[config.mk]
export PLATFORM = sky130hd
export DESIGN_NAME = card_display_scan
export DESIGN_NICKNAME = d
export VERILOG_FILES = /design/src/rtl/card_pkg.sv /design/src/rtl/bto7s_suit.sv /design/src/rtl/scan_prescaler.sv /design/src/rtl/card_display_scan.sv
export SDC_FILE = /design/constraint.sdc
export NUM_CORES = 1
export LEC_CHECK = 0
export BUFFER_PORTS_ARGS = -buffer_cell sky130_fd_sc_hd__buf_2
export CORE_MARGIN = 8
export CORE_UTILIZATION = 40
export CTS_CLUSTER_DIAMETER = 150
export DETAILED_ROUTE_END_ITERATION = 8
export PLACE_DENSITY = 0.59
export RECOVER_POWER = 50
export SLEW_MARGIN = 20
export SYNTH_ARGS = -nofsm -noshare
export SYNTH_HDL_FRONTEND = slang
export SYNTH_SLANG_ARGS = --single-unit
[constraint.sdc]
create_clock -name clk_in -period 7.2 [get_ports clk_in]
set_clock_uncertainty 0.15 [all_clocks]
set_input_delay 0.72 -clock clk_in [delete_from_list [all_inputs] [get_ports clk_in]]
set_output_delay 0.72 -clock clk_in [all_outputs]
set_load 0.02 [all_outputs]
[src/rtl/card_pkg.sv]
// card_pkg: shared definitions for the card display datapath.
//   suit_e        - two-bit suit encoding (diamond, heart, club, spade)
//   card_t        - packed card {rank[3:0], suit[1:0]}; rank 0 means "no card"
//   scan_phase_e  - BLANK/DRIVE phase of one digit slot
//   SUIT_GLYPH    - segment patterns (gfedcba, active-high) per suit
//   RANK_GLYPH    - segment patterns per rank; 14/15 show a dash
package card_pkg;

  typedef enum logic [1:0] {
    SUIT_DIAMOND = 2'b00,
    SUIT_HEART   = 2'b01,
    SUIT_CLUB    = 2'b10,
    SUIT_SPADE   = 2'b11
  } suit_e;

  typedef struct packed {
    logic [3:0] rank;
    logic [1:0] suit;
  } card_t;

  typedef enum logic {
    PH_BLANK = 1'b0,
    PH_DRIVE = 1'b1
  } scan_phase_e;

  localparam logic [3:0] RANK_EMPTY  = 4'd0;
  localparam logic [6:0] GLYPH_BLANK = 7'h00;
  localparam logic [6:0] GLYPH_DASH  = 7'h40;

  // Element 0 is the rightmost entry of each concatenation.
  localparam logic [3:0][6:0] SUIT_GLYPH = {7'h6D, 7'h39, 7'h74, 7'h5E};

  localparam logic [15:0][6:0] RANK_GLYPH = {
    GLYPH_DASH, GLYPH_DASH,                  // 15, 14: illegal ranks
    7'h75, 7'h67, 7'h1E, 7'h78,              // 13 K, 12 Q, 11 J, 10
    7'h6F, 7'h7F, 7'h07, 7'h7D,              // 9, 8, 7, 6
    7'h6D, 7'h66, 7'h4F, 7'h5B,              // 5, 4, 3, 2
    7'h77, GLYPH_BLANK                       // 1 A, 0 empty
  };

  function automatic logic [6:0] rank_glyph(input logic [3:0] rank);
    return RANK_GLYPH[rank];
  endfunction

endpackage

[src/rtl/bto7s_suit.sv]
// bto7s_suit: suit code to seven-segment glyph decoder.
//   suit_in   [1:0]  suit encoding (card_pkg::suit_e)
//   glyph_out [6:0]  active-high segment pattern, bit 0 = segment a
module bto7s_suit
  import card_pkg::*;
(
  input  logic [1:0] suit_in,
  output logic [6:0] glyph_out
);

  // Decode the suit code into its glyph.
  always_comb begin
    glyph_out = GLYPH_BLANK;
    case (suit_e'(suit_in))
      SUIT_DIAMOND: glyph_out = SUIT_GLYPH[0];
      SUIT_HEART:   glyph_out = SUIT_GLYPH[1];
      SUIT_CLUB:    glyph_out = SUIT_GLYPH[2];
      SUIT_SPADE:   glyph_out = SUIT_GLYPH[3];
      default:      glyph_out = GLYPH_BLANK;
    endcase
  end

endmodule

[src/rtl/scan_prescaler.sv]
// scan_prescaler: digit-slot cycle counter and BLANK/DRIVE phase generator.
//   clk_in, rst_n_in   clock, asynchronous active-low reset
//   slot_end_out       high on the last cycle of a slot (registered)
//   slot_end_next_out  high when the following cycle is the last of a slot
//   drive_en_out       high during the DRIVE phase (registered)
module scan_prescaler
  import card_pkg::*;
#(
  parameter int DIGIT_CYCLES = 100_000,
  parameter int BLANK_CYCLES = 1_000
) (
  input  logic clk_in,
  input  logic rst_n_in,
  output logic slot_end_out,
  output logic slot_end_next_out,
  output logic drive_en_out
);

  localparam int CNT_W = (DIGIT_CYCLES > 1) ? $clog2(DIGIT_CYCLES) : 1;
  localparam logic [CNT_W-1:0] CNT_LAST  = CNT_W'(DIGIT_CYCLES - 1);
  localparam logic [CNT_W:0]   BLANK_END = (CNT_W+1)'(BLANK_CYCLES);
  // With no blanking the slot starts directly in DRIVE.
  localparam scan_phase_e SLOT_START = (BLANK_CYCLES == 0) ? PH_DRIVE : PH_BLANK;
  localparam logic SLOT_END_RST = (DIGIT_CYCLES == 1) ? 1'b1 : 1'b0;

  logic [CNT_W-1:0] cnt_q, cnt_d;
  logic [CNT_W:0]   cnt_inc_s;
  scan_phase_e      phase_q, phase_d;
  logic             slot_end_q, slot_end_d;

  assign cnt_inc_s = {1'b0, cnt_q} + {{CNT_W{1'b0}}, 1'b1};

  // Next slot count and phase.
  always_comb begin
    cnt_d   = cnt_q;
    phase_d = phase_q;
    if (cnt_q == CNT_LAST) begin
      cnt_d = {CNT_W{1'b0}};
    end else begin
      cnt_d = cnt_inc_s[CNT_W-1:0];
    end
    case (phase_q)
      PH_BLANK: begin
        if (cnt_inc_s == BLANK_END) begin
          phase_d = PH_DRIVE;
        end else begin
          phase_d = PH_BLANK;
        end
      end
      PH_DRIVE: begin
        if (cnt_q == CNT_LAST) begin
          phase_d = SLOT_START;
        end else begin
          phase_d = PH_DRIVE;
        end
      end
      default: phase_d = SLOT_START;
    endcase
    slot_end_d = (cnt_d == CNT_LAST);
  end

  // Slot counter, phase and slot-end registers.
  always_ff @(posedge clk_in or negedge rst_n_in) begin
    if (!rst_n_in) begin
      cnt_q      <= {CNT_W{1'b0}};
      phase_q    <= SLOT_START;
      slot_end_q <= SLOT_END_RST;
    end else begin
      cnt_q      <= cnt_d;
      phase_q    <= phase_d;
      slot_end_q <= slot_end_d;
    end
  end

  assign slot_end_out      = slot_end_q;
  assign slot_end_next_out = slot_end_d;
  assign drive_en_out      = (phase_q == PH_DRIVE);

endmodule

[src/rtl/card_display_scan.sv]
// card_display_scan: time-multiplexed 7-segment driver for a hand of cards.
// Each card occupies two digits (rank then suit). A new hand is accepted over
// valid/ready into a pending buffer and swapped into the display buffer only
// on the last cycle of a frame, so a frame never mixes two hands. Every digit
// slot starts with a blanking guard to suppress ghosting.
//   clk_in, rst_n_in   clock, asynchronous active-low reset
//   cards_in           6 bits per card: rank[5:2], suit[1:0]
//   cards_valid_in     hand offered
//   cards_ready_out    pending buffer empty
//   highlight_en_in    blink the highlighted card
//   highlight_in       index of the highlighted card
//   an_out             active-low anodes, an_out[k] = digit k
//   cat_out            active-low cathodes, bit 0 = segment a
//   frame_out          pulse on the last cycle of each frame
// Optional feature macro: CARD_DISPLAY_BLINK_EN enables the blink phase and
// frame counter; without it the highlight ports are ignored.
module card_display_scan
  import card_pkg::*;
#(
  parameter int NUM_CARDS    = 4,
  parameter int DIGIT_CYCLES = 100_000,
  parameter int BLANK_CYCLES = 1_000,
  parameter int BLINK_FRAMES = 64,
  localparam int HL_W = (NUM_CARDS > 1) ? $clog2(NUM_CARDS) : 1
) (
  input  logic                   clk_in,
  input  logic                   rst_n_in,
  input  logic [6*NUM_CARDS-1:0] cards_in,
  input  logic                   cards_valid_in,
  output logic                   cards_ready_out,
  input  logic                   highlight_en_in,
  input  logic [HL_W-1:0]        highlight_in,
  output logic [2*NUM_CARDS-1:0] an_out,
  output logic [6:0]             cat_out,
  output logic                   frame_out
);

  localparam int DIGITS = 2 * NUM_CARDS;
  localparam int DIG_W  = $clog2(DIGITS);
  localparam logic [DIG_W-1:0]  DIG_LAST     = DIG_W'(DIGITS - 1);
  localparam logic [DIGITS-1:0] ONE_HOT_BASE = {{(DIGITS-1){1'b0}}, 1'b1};

  card_t [NUM_CARDS-1:0] pend_q, pend_d;
  card_t [NUM_CARDS-1:0] disp_q, disp_d;
  logic                  pend_vld_q, pend_vld_d;
  logic                  ready_q, ready_d;
  logic [DIG_W-1:0]      k_q, k_d;
  logic [DIGITS-1:0]     an_q, an_d;
  logic [6:0]            cat_q, cat_d;
  logic                  frame_q, frame_d;

  logic                  slot_end_s;
  logic                  slot_end_next_s;
  logic                  drive_en_s;
  logic                  accept_s;
  logic [HL_W-1:0]       card_idx_s;
  card_t                 cur_card_s;
  logic [6:0]            suit_glyph_s;
  logic [6:0]            glyph_s;
  logic                  hide_s;

  scan_prescaler #(
    .DIGIT_CYCLES (DIGIT_CYCLES),
    .BLANK_CYCLES (BLANK_CYCLES)
  ) u_prescaler (
    .clk_in            (clk_in),
    .rst_n_in          (rst_n_in),
    .slot_end_out      (slot_end_s),
    .slot_end_next_out (slot_end_next_s),
    .drive_en_out      (drive_en_s)
  );

  assign accept_s   = cards_valid_in && !pend_vld_q;
  assign card_idx_s = HL_W'(k_q >> 1);
  assign cur_card_s = disp_q[card_idx_s];

  bto7s_suit u_suit (
    .suit_in   (cur_card_s.suit),
    .glyph_out (suit_glyph_s)
  );

`ifdef CARD_DISPLAY_BLINK_EN
  localparam int FC_W = (BLINK_FRAMES > 1) ? $clog2(BLINK_FRAMES) : 1;
  localparam logic [FC_W-1:0] FC_LAST = FC_W'(BLINK_FRAMES - 1);

  logic [FC_W-1:0] fcnt_q, fcnt_d;
  logic            blink_q, blink_d;
  logic            hl_valid_s;

  // Frame counter: flip the blink phase after every BLINK_FRAMES frames.
  always_comb begin
    fcnt_d  = fcnt_q;
    blink_d = blink_q;
    if (frame_q) begin
      if (fcnt_q == FC_LAST) begin
        fcnt_d  = {FC_W{1'b0}};
        blink_d = ~blink_q;
      end else begin
        fcnt_d  = fcnt_q + {{(FC_W-1){1'b0}}, 1'b1};
        blink_d = blink_q;
      end
    end else begin
      fcnt_d  = fcnt_q;
      blink_d = blink_q;
    end
  end

  // Frame counter and blink phase registers; phase 0 (visible) after reset.
  always_ff @(posedge clk_in or negedge rst_n_in) begin
    if (!rst_n_in) begin
      fcnt_q  <= {FC_W{1'b0}};
      blink_q <= 1'b0;
    end else begin
      fcnt_q  <= fcnt_d;
      blink_q <= blink_d;
    end
  end

  // An out-of-range highlight index matches no card.
  assign hl_valid_s = ({1'b0, highlight_in} < (HL_W+1)'(NUM_CARDS));
  assign hide_s     = blink_q && highlight_en_in && hl_valid_s &&
                      (highlight_in == card_idx_s);
`else
  localparam int unused_blink_frames = BLINK_FRAMES;
  logic unused_highlight_s;
  assign unused_highlight_s = &{1'b0, highlight_en_in, highlight_in};
  assign hide_s = 1'b0;
`endif

  // Select the glyph for digit k: even digits carry the rank, odd the suit.
  always_comb begin
    glyph_s = GLYPH_BLANK;
    if ((cur_card_s.rank == RANK_EMPTY) || hide_s) begin
      glyph_s = GLYPH_BLANK;
    end else if (k_q[0]) begin
      glyph_s = suit_glyph_s;
    end else begin
      glyph_s = rank_glyph(cur_card_s.rank);
    end
  end

  // Digit index, frame pulse and anode/cathode next values.
  always_comb begin
    k_d   = k_q;
    an_d  = {DIGITS{1'b1}};
    cat_d = 7'h7F;
    if (slot_end_s) begin
      if (k_q == DIG_LAST) begin
        k_d = {DIG_W{1'b0}};
      end else begin
        k_d = k_q + {{(DIG_W-1){1'b0}}, 1'b1};
      end
    end else begin
      k_d = k_q;
    end
    // Registered so that the pulse lines up with the frame's last cycle.
    frame_d = slot_end_next_s && (k_d == DIG_LAST);
    if (drive_en_s) begin
      an_d  = ~(ONE_HOT_BASE << k_q);
      cat_d = ~glyph_s;
    end else begin
      an_d  = {DIGITS{1'b1}};
      cat_d = 7'h7F;
    end
  end

  // Double buffer: a pending hand moves to the display only on frame_out;
  // a hand accepted on that same cycle waits for the next frame boundary.
  always_comb begin
    pend_d     = pend_q;
    disp_d     = disp_q;
    pend_vld_d = pend_vld_q;
    if (frame_q && pend_vld_q) begin
      disp_d     = pend_q;
      pend_vld_d = 1'b0;
    end else begin
      disp_d     = disp_q;
    end
    if (accept_s) begin
      pend_d     = cards_in;
      pend_vld_d = 1'b1;
    end else begin
      pend_d     = pend_q;
    end
    ready_d = !pend_vld_d;
  end

  // State and output registers.
  always_ff @(posedge clk_in or negedge rst_n_in) begin
    if (!rst_n_in) begin
      pend_q     <= {NUM_CARDS{6'b000000}};
      disp_q     <= {NUM_CARDS{6'b000000}};
      pend_vld_q <= 1'b0;
      ready_q    <= 1'b1;
      k_q        <= {DIG_W{1'b0}};
      an_q       <= {DIGITS{1'b1}};
      cat_q      <= 7'h7F;
      frame_q    <= 1'b0;
    end else begin
      pend_q     <= pend_d;
      disp_q     <= disp_d;
      pend_vld_q <= pend_vld_d;
      ready_q    <= ready_d;
      k_q        <= k_d;
      an_q       <= an_d;
      cat_q      <= cat_d;
      frame_q    <= frame_d;
    end
  end

  assign cards_ready_out = ready_q;
  assign an_out          = an_q;
  assign cat_out         = cat_q;
  assign frame_out       = frame_q;

endmodule

==> impl_metrics.ini, run 1 <==
[status]
status = finished, final reports clean

[timing]
rsz0062_at_grt = false
finalHoldViolations = 0
setup_violations = 0
drv_slew = 0
min_period_over_period_pct = 37.2
fin_tns_setup_ns = 0
setup_ws_ns = 4.52
tightestPinTransition_ns = 1.03
max_slew_margin_pct = 31.0
max_freq_ghz = 0.373
min_period_ns = 2.68

[cts]
post-cts-setup-buffers = 0
cts_resized = 0
cts.sinks = 88
cts_root_buf = clkbuf_8
hold_buffers = 0
clkTransAtPathRegs_ns = 0.09
numCtsBuffers = 9
htreeDepth = 3
tritoncts = yes
insertion_delay_ns = 0.35
clk_path_buf_depth = 2

[routing]
first_iter_violations = 100
via_count = 2426
route.antenna.remaining_nets = 0
totalWireLength_mm = 7.17
route.detailed.wl_per_inst_um = 14.7
drc = 0
drt-vias-per-instance = 4.96
firstDrtPassIters = 4

[logic_synthesis]
synth_area_um2 = 4020
yosysTopAreaCellShare_pct = 44.8
avgSynthCellArea_um2 = 12.9
ys_types = 46
synthArstFlopShare_pct = 100
ys.flop_type = dfrtp_1
yosys_warnings = 0
syn-num-nets = 355
yosysTopAreaCell = dfrtp_1
ys_ff_latch = 88
yosysSeqAreaShare_pct = 55.3
synth_edf_count = 0
syn_inst = 311
ys_top_cells_by_area = dfrtp_1, mux2_2, dfstp_2

[final_layout]
nets = 395
drive_above_1_share_pct = 39.9
seqCellArea_um2 = 2220
area_delta_synth_final_pct = 13.7
fillers = 910
fin_util_pct = 46.7
num_antenna_cells = 0
multi_input_area_um2 = 1680

[grt]
grt_pass1_wl_mm = 12.1
grt.total_usage_pct = 11.4
grt_pass1_vias = 2502
antenna_found_initial = 0
grt_max_degree = 89
grt_overflow = 0

[die]
fp.coreArea_um2 = 9770
top_level_ports = 47
core.rowCount = 36
initial_utilization_pct = 41.1
dieArea_um2 = 13500
fp.dieH_um = 116
dieWidth_um = 116

[critical_path]
start_kind = register
arrival_ns = 2.80
crit_fanout = 9
cp-end-kind = register
worstSetupPathType = reg -> reg
cp.required_ns = 7.32

[min_path]
hold_class = in -> async

[place]
port_buffers = 43
dp_slack_ns = 4.49
dp_hpwl_mm = 5.06
place.gp.congestion = 0.835

[power]
static-leakage-power_nw = 1.95
ir_worst_vdd_mv = 0.104
powerDensity_nw_per_um2 = 227
power.total_mw = 1.04

[flow_run]
drv_cap = 0
==> Yosys cell counts, types with 3 or more instances <==
cell       n
buf_2      6
o21ai_0    9
nand4_1    3
ha_1      14
a21oi_1    3
inv_1     11
xor2_1     4
nor2_1    17
nand3_1   12
nor2b_1    4
clkbuf_1   5
o211ai_1   3
dfrtp_1   72
mux4_2     7
mux2_2    49
nor4_1     3
dfstp_2   16
xnor2_1   11
nand2_1   23
nor3_1     6
==> routing by layer <==
metal	share of wire [%]	vias up	GRT usage (%)	wire length [µm]
li1	-	1175	-	-
met1	47	1187	15.0	3390
met2	46	51	17.3	3290
met3	4.8	13	3.52	346
met4	1.9	0	4.58	139
met5	0	-	0	0
==> flip-flops by register name, indices dropped and copies added (netlist names) <==
signal	count
u_prescaler.cnt_q	17
frame_out	1
cat_out	7
an_out	8
cards_ready_out	1
k_q	3
pend_vld_q	1
pend_q	24
disp_q	24
u_prescaler.slot_end_out	1
u_prescaler.drive_en_out	1
==> critical path, cell delays in order (launching register included) <==
cell and delay, ns:
dfrtp_1 0.69, mux4_2 0.69, inv_1 0.16, ha_1 0.28
mux4_2 0.47, o211ai_1 0.18
==> logic make-up after synthesis <==
family | Yosys count | synth area share (%)
AO/OA/AOI/OAI | 26 | 4.30
AND/OR/NAND/NOR | 85 | 11.9
buffers and inverters | 26 | 2.99
multiplexers | 57 | 17.9
flip-flops | 88 | 55.3
adder cells (fa/ha/maj) | 14 | 4.36
XOR/XNOR | 15 | 3.27
==> final timing paths <==
path	to	cells after the start	slack, ns	start
max in group asynchronous	disp_q[9]$_DFFE_PN0P_	1	6.11	rst_n_in
setup / recovery	cat_out[4]$_DFF_PN1_	5	4.52	k_q[1]$_DFF_PN0_
min in group clk_in	u_prescaler.cnt_q[14]$_DFF_PN0_	1	0.35	u_prescaler.cnt_q[14]$_DFF_PN0_
setup reg to reg	cat_out[4]$_DFF_PN1_	5	4.52	k_q[1]$_DFF_PN0_
hold reg to reg	u_prescaler.cnt_q[14]$_DFF_PN0_	1	0.35	u_prescaler.cnt_q[14]$_DFF_PN0_
hold / removal	u_prescaler.cnt_q[0]$_DFF_PN0_	1	0.27	rst_n_in
==> where the power goes <==
group / leakage (nW) / switching (mW) / internal (mW) / total [mW]
clock network: 0.114 / 0.189 / 0.202 / 0.391
logic: 0.731 / 0.0257 / 0.0462 / 0.0720
registers: 1.10 / 0.0264 / 0.548 / 0.574
total: 1.95 / 0.242 / 0.796 / 1.04
==> cell type report <==
class                   count  area share (%)
inverters                  11           0.904
well taps                 133            3.64
flip-flops and latches     88            48.6
clock inverters             7            2.41
repair buffers             44            5.01
clock buffers               9            2.71
multi-input cells         197            36.7
==> per-stage QoR <==
stage / hold slack (ns) / cells / cell area (µm²)
2_1_floorplan: 0.274 / 311 / 4020
3_3_place_gp: 0.334 / 473 / 4330
3_5_place_dp: 0.331 / 473 / 4330
4_1_cts: 0.352 / 489 / 4570
5_1_grt: 0.329 / 489 / 4570
6_report: 0.271 / 489 / 4570
==> cells in the final DEF, fill, tap and decap left out, types with 2 or more instances in the layout <==
cell / instances
a21o_1: 2
a21oi_1: 3
buf_2: 42
bufinv_16: 2
clkbuf_8: 9
dfrtp_1: 72
dfstp_2: 16
ha_1: 14
inv_1: 11
inv_6: 3
mux2_2: 49
mux4_2: 7
nand2_1: 23
nand2b_1: 2
nand3_1: 12
nand4_1: 3
nand4_4: 2
nor2_1: 17
nor2b_1: 4
nor3_1: 6
nor4_1: 3
nor4_2: 2
o2111ai_1: 2
o211ai_1: 3
o21ai_0: 9
or4_4: 2
xnor2_1: 11
xor2_1: 4
Note: power is estimated with default switching activity, not from simulation.
==> run 2, diff against run 1 <==
--- a/config.mk
+++ b/config.mk
@@ -5,6 +5,7 @@
 export SDC_FILE = /design/constraint.sdc
 export NUM_CORES = 1
 export LEC_CHECK = 0
+export ABC_AREA = 1
 export BUFFER_PORTS_ARGS = -buffer_cell sky130_fd_sc_hd__buf_2
 export CORE_MARGIN = 8
 export CORE_UTILIZATION = 40
==> constraint.sdc (replaced) <==
create_clock -name clk_in -period 2.6 [get_ports clk_in]
set_clock_uncertainty 0.15 [all_clocks]
set_input_delay 0.26 -clock clk_in [delete_from_list [all_inputs] [get_ports clk_in]]
set_output_delay 0.26 -clock clk_in [all_outputs]
set_load 0.02 [all_outputs]
==> run 2 against run 1 <==
Net effect:
- sequential share of layout area decreased by 3.9 points
- cell count increased by 40%
- largest cell class unchanged
- sequential power increased by 150%
- count of clock-buffer cells in the layout unchanged
- critical endpoint is now cat_out[6]$_DFF_PN1_
- core utilization increased by 1.3 points
- setup slack got worse by 4.1 ns
- clock power increased by 140%
- flip-flop and latch count unchanged
==> impl_metrics.ini, run 2 <==
[status]
status = finished, final reports clean

[logic_synthesis]
ys.flop_type = dfrtp_1
syn_inst = 483
synth_common_cells = nand2_1, dfrtp_1, nor2_1, inv_1, nand3_1
yosysSeqAreaShare_pct = 52.2
yosys.area_share.simple_pct = 24.6
synth_compound_area_share_pct = 8.24
synth_area_um2 = 4250
synthMuxAreaShare_pct = 4.24
ys_types = 34
yosysTopAreaCellShare_pct = 42.4
avgSynthCellArea_um2 = 8.81
synth_top_family_by_area = simple AND/OR/NAND/NOR gates
syn-num-nets = 527
ys_top_cells_by_area = dfrtp_1, dfstp_2, nand2_1
synth_edf_count = 0
synthXorXnorAreaFrac_pct = 0.206
yosys_warnings = 0
synthArstFlopShare_pct = 100
ys_ff_latch = 88
synth_most_common_cell = nand2_1
synth_fa_ha_area_share_pct = 4.12
yosysTopAreaCell = dfrtp_1

[power]
p_int_mw = 1.84
power_frac_seq_pct = 58.0
power.total_mw = 2.46
power_frac_comb_pct = 4.5
clockPowerShare_pct = 37.4
p_switching_uw = 617
ir_worst_vdd_mv = 0.237
powerDensity_nw_per_um2 = 496
swShare_pct = 25.1
static-leakage-power_nw = 2.41

[die]
core.rowCount = 37
fp.dieH_um = 119
dieArea_um2 = 14200
dieWidth_um = 119
initial_utilization_pct = 41.2
fp.coreArea_um2 = 10300
top_level_ports = 47

[timing]
setup_violations = 0
max_freq_ghz = 0.454
finalHoldViolations = 0
max_slew_margin_pct = 38.9
fin_tns_setup_ns = 0
timing.hold.ws_ns = 0.00752
drv_slew = 0
rsz0062_at_grt = false
min_period_ns = 2.20
min_period_over_period_pct = 84.7
tightestPinTransition_ns = 0.917

[cts]
cts.sinks = 88
hold_buffers = 16
post-cts-setup-buffers = 0
cts_resized = 0
clkTransAtPathRegs_ns = 0.10
numCtsBuffers = 9
cts_root_buf = clkbuf_8
htreeDepth = 3
insertion_delay_ns = 0.36
tritoncts = yes
clk_path_buf_depth = 2

[final_layout]
drive_above_1_share_pct = 24.0
mostFrequentLayoutCells = nand2_1, dfrtp_1, nor2_1
fillers = 1017
area_delta_synth_final_pct = 16.6
nets = 590
num_antenna_cells = 0
fin_area_um2 = 4960
reg_top3 = disp_q: 24 flops, pend_q: 24 flops, u_prescaler.cnt_q: 17 flops
layout_commonest_cell = nand2_1

[critical_path]
cp-end-kind = register
worstSetupPathType = reg -> reg
start_kind = register
worstReg2RegEnd = cat_out[6]$_DFF_PN1_
crit_fanout = 14
cp.required_ns = 2.74
reg2reg_from = k_q[1]$_DFF_PN0_
arrival_ns = 2.34
r2r_slack_ns = 0.40
rr_worst_depth = 13

[grt]
grt_pass1_wl_mm = 15.1
antenna_found_initial = 0
grt_pass1_vias = 3214
grt.total_usage_pct = 12.7
grt_overflow = 0
grt_max_degree = 53

[min_path]
hold_depth = 3
hold_start = cards_in[10]
whs_endpoint = pend_q[10]$_DFFE_PN0P_
hold_class = in -> reg

[place]
dp_hpwl_mm = 6.31
place.gp.congestion = 0.822
port_buffers = 43
dpl_cell_area_um2 = 4630

[routing]
via_count = 3272
first_iter_violations = 130
firstDrtPassIters = 4
route.antenna.remaining_nets = 0
drc = 0
drt-vias-per-instance = 4.76
route.detailed.wl_per_inst_um = 12.3
totalWireLength_mm = 8.45

[flow_run]
drv_cap = 0
run 2: kinds of logic after synthesis:
logic type,count (synthesis)
buffers and inverters,69
AOI/OAI and AO/OA,64
xor gates and xnor gates,1
muxes,16
adders and majority gates,14
and+or+nand+nor,231
DFF,88
run 2: area by class of cell:
| type | count | area (µm²) | area share [%] |
|---|---|---|---|
| inverter | 57 | 214 | 4.31 |
| sequential | 88 | 2220 | 44.8 |
| clock inverter | 7 | 66.3 | 1.34 |
| multi-input combinational | 326 | 1750 | 35.4 |
| tap | 136 | 170 | 3.43 |
| clock buffer | 9 | 124 | 2.50 |
| timing repair buffer | 64 | 412 | 8.30 |
run 2: how the worst max path moves through the flow:
stage	startpoint	to	slack [ns]	depth (start not counted)
final	k_q[1]$_DFF_PN0_	cat_out[6]$_DFF_PN1_	0.40	13
after CTS	k_q[1]$_DFF_PN0_	cat_out[2]$_DFF_PN1_	0.50	12
after global placement	k_q[1]$_DFF_PN0_	cat_out[6]$_DFF_PN1_	0.53	12
after detailed placement	k_q[1]$_DFF_PN0_	cat_out[2]$_DFF_PN1_	0.50	12
after global routing	k_q[1]$_DFF_PN0_	cat_out[6]$_DFF_PN1_	0.12	13
after floorplan	k_q[1]$_DFF_PN0_	cat_out[2]$_DFF_PN1_	0.72	12
run 2: critical path, cell delays in order (launching register included):
cell	delay, ns
dfrtp_1	0.43
inv_1	0.35
nor2_1	0.07
nor2_1	0.09
o21ai_1	0.08
nand2_2	0.15
inv_1	0.11
ha_1	0.20
inv_1	0.05
nor2_1	0.04
nand2_1	0.05
nand2_1	0.09
a21oi_1	0.20
nand2_1	0.07
run 2: layer usage:
metal / track usage [%] / vias up / wire length (µm)
li1: - / 1680 / -
met1: 17.4 / 1540 / 4230
met2: 19.7 / 44 / 3810
met3: 2.50 / 8 / 298
met4: 4.27 / 0 / 105
met5: 0 / - / 0
run 2: power by group through the flow:
stage	sequential, mW	combinational (mW)	clock (mW)
6_report	1.43	0.112	0.921
5_1_grt	1.43	0.130	1.02
2_1_floorplan	1.45	0.0396	0
3_3_place_gp	1.45	0.0971	0
3_5_place_dp	1.45	0.101	0
4_1_cts	1.43	0.119	0.953
run 2: metrics by stage:
step                util, %  setup WS, ns  std cells
floorplan                 -         0.718        483
global placement       44.9         0.532        655
detailed placement     44.9         0.500        655
CTS                    48.3         0.496        687
global route           48.1         0.118        687
finish                 48.1         0.397        687
==> run 3, diff against run 2 <==
--- a/config.mk
+++ b/config.mk
@@ -11,7 +11,7 @@
 export CORE_UTILIZATION = 40
 export CTS_CLUSTER_DIAMETER = 150
 export DETAILED_ROUTE_END_ITERATION = 8
-export PLACE_DENSITY = 0.59
+export PLACE_DENSITY = 0.61
 export RECOVER_POWER = 50
 export SLEW_MARGIN = 20
 export SYNTH_ARGS = -nofsm -noshare
==> constraint.sdc (replaced) <==
create_clock -name clk_in -period 2 [get_ports clk_in]
set_clock_uncertainty 0.15 [all_clocks]
set_input_delay 0.2 -clock clk_in [delete_from_list [all_inputs] [get_ports clk_in]]
set_output_delay 0.2 -clock clk_in [all_outputs]
set_load 0.02 [all_outputs]
==> run 3 against run 2 <==
Net effect:
- fmax is 17% higher
- clock power increased by 55%
- largest cell class unchanged
- die area unchanged
- via count increased by 3.5%
- critical path type unchanged
==> impl_metrics.ini, run 3 (synthesized netlist as in run 2, its figures left out) <==
[status]
status = finished, final reports clean

[grt]
grt_pass1_wl_mm = 16.2
grt.total_usage_pct = 13.7
grt_max_degree = 45
antenna_found_initial = 0
grt_overflow = 0
grt_pass1_vias = 3511

[timing]
setup_violations = 0
finalHoldViolations = 0
max_freq_ghz = 0.533
fin_tns_setup_ns = 0
rsz0062_at_grt = false
max_slew_margin_pct = 53.2
drv_slew = 0
tightestPinTransition_ns = 0.702
min_period_ns = 1.88
min_period_over_period_pct = 93.8

[final_layout]
reg_top3 = disp_q: 24 flops, pend_q: 24 flops, u_prescaler.cnt_q: 17 flops
layout_commonest_cell = nand2_1
fin_util_pct = 50.6
mostFrequentLayoutCells = nand2_1, dfrtp_1, nor2_1
drive_above_1_share_pct = 27.2
num_antenna_cells = 0
fillers = 976
fin_area_um2 = 5230
nets = 612
area_delta_synth_final_pct = 22.9
multi_input_area_um2 = 1790
seqCellArea_um2 = 2220

[die]
dieWidth_um = 119
fp.coreArea_um2 = 10300
core.rowCount = 37
top_level_ports = 47
initial_utilization_pct = 41.2
dieArea_um2 = 14200
fp.dieH_um = 119

[routing]
route.detailed.wl_per_inst_um = 12.7
route.antenna.remaining_nets = 0
drt-vias-per-instance = 4.78
firstDrtPassIters = 4
totalWireLength_mm = 8.97
first_iter_violations = 176
via_count = 3388
drc = 0

[cts]
insertion_delay_ns = 0.35
clkTransAtPathRegs_ns = 0.10
cts.sinks = 88
clk_path_buf_depth = 2
htreeDepth = 3
tritoncts = yes
numCtsBuffers = 9
cts_root_buf = clkbuf_8

[critical_path]
cp.required_ns = 2.13
start_kind = register
arrival_ns = 2.01
crit_fanout = 8
cp-end-kind = register
worstSetupPathType = reg -> reg

[min_path]
hold_class = in -> async

[place]
dpl_cell_area_um2 = 4720
dp_hpwl_mm = 6.61
port_buffers = 43
place.gp.congestion = 0.847

[power]
static-leakage-power_nw = 2.53
ir_worst_vdd_mv = 0.414
powerDensity_nw_per_um2 = 659

[flow_run]
drv_cap = 0
[run 3: changes by cell type in the layout (fill, tap and decap cells not counted), moves of 2 or more]
cell and delta:
clkbuf_2 +2, inv_6 -2, nand2_1 -3, inv_1 -2, buf_4 +10, dlygate4sd3_1 +10, nand2_2 +3, nor2_1 -3
nor2_2 +2, bufinv_16 +2
[run 3: layout make-up]
type                    count  area share, %
flip-flops and latches     88           42.5
multi-input cells         326           34.2
repair buffers             86           11.4
inverters                  57           4.14
well taps                 136           3.26
clock buffers              10           2.63
clock inverters             6           1.87
[run 3: layer usage]
layer  up-vias  global-route usage [%]  wire, µm
met3        13                    3.54       341
met1      1599                    16.9      4160
met5         -                       0         0
li1       1717                       -         -
met2        59                    22.5      4300
met4         0                    5.53       170
[run 3: power breakdown]
group | internal, mW | switching (mW) | total, mW
combinational | 0.0828 | 0.0784 | 0.161
sequential | 1.84 | 0.0192 | 1.85
clock | 0.758 | 0.671 | 1.43
total | 2.68 | 0.769 | 3.44
[run 3: repair_timing]
| item | CTS | global route |
|---|---|---|
| endpoints found under the setup margin | 0 | 9 |
| hold buffers | 26 | 0 |
| buffers inserted | 0 | 1 |
| resized for setup | 0 | 12 |
| hold endpoints to repair | 89 | 0 |
[run 3: per-stage QoR]
stage	total power [mW]	hold WS [ns]	std cells	worst slack, ns
3_5_place_dp	2.02	0.000837	666	0.0820
2_1_floorplan	1.93	-0.246	483	0.118
4_1_cts	3.49	0.154	708	0.0199
5_1_grt	3.59	0.332	709	0.0126
3_3_place_gp	2.01	-0.00594	666	0.121
6_report	3.44	0.273	709	0.125
[run 3: final timing paths]
path	startpoint	to	slack, ns	cells past startpoint
max	k_q[1]$_DFF_PN0_	frame_out$_DFF_PN0_	0.12	6
min	rst_n_in	pend_q[7]$_DFFE_PN0P_	0.27	2
max reg2reg	k_q[1]$_DFF_PN0_	frame_out$_DFF_PN0_	0.12	6
min reg2reg	disp_q[5]$_DFFE_PN0P_	disp_q[5]$_DFFE_PN0P_	0.34	2
max in group asynchronous	rst_n_in	cat_out[5]$_DFF_PN1_	0.32	3
min in group clk_in	disp_q[5]$_DFFE_PN0P_	disp_q[5]$_DFFE_PN0P_	0.34	2
[run 3: critical path: stages (launching register included)]
cell and delay (ns):
dfrtp_2 0.47, buf_4 0.19, ha_1 0.21, ha_1 0.30
a21oi_2 0.19, nand3_1 0.11, nor3_2 0.18
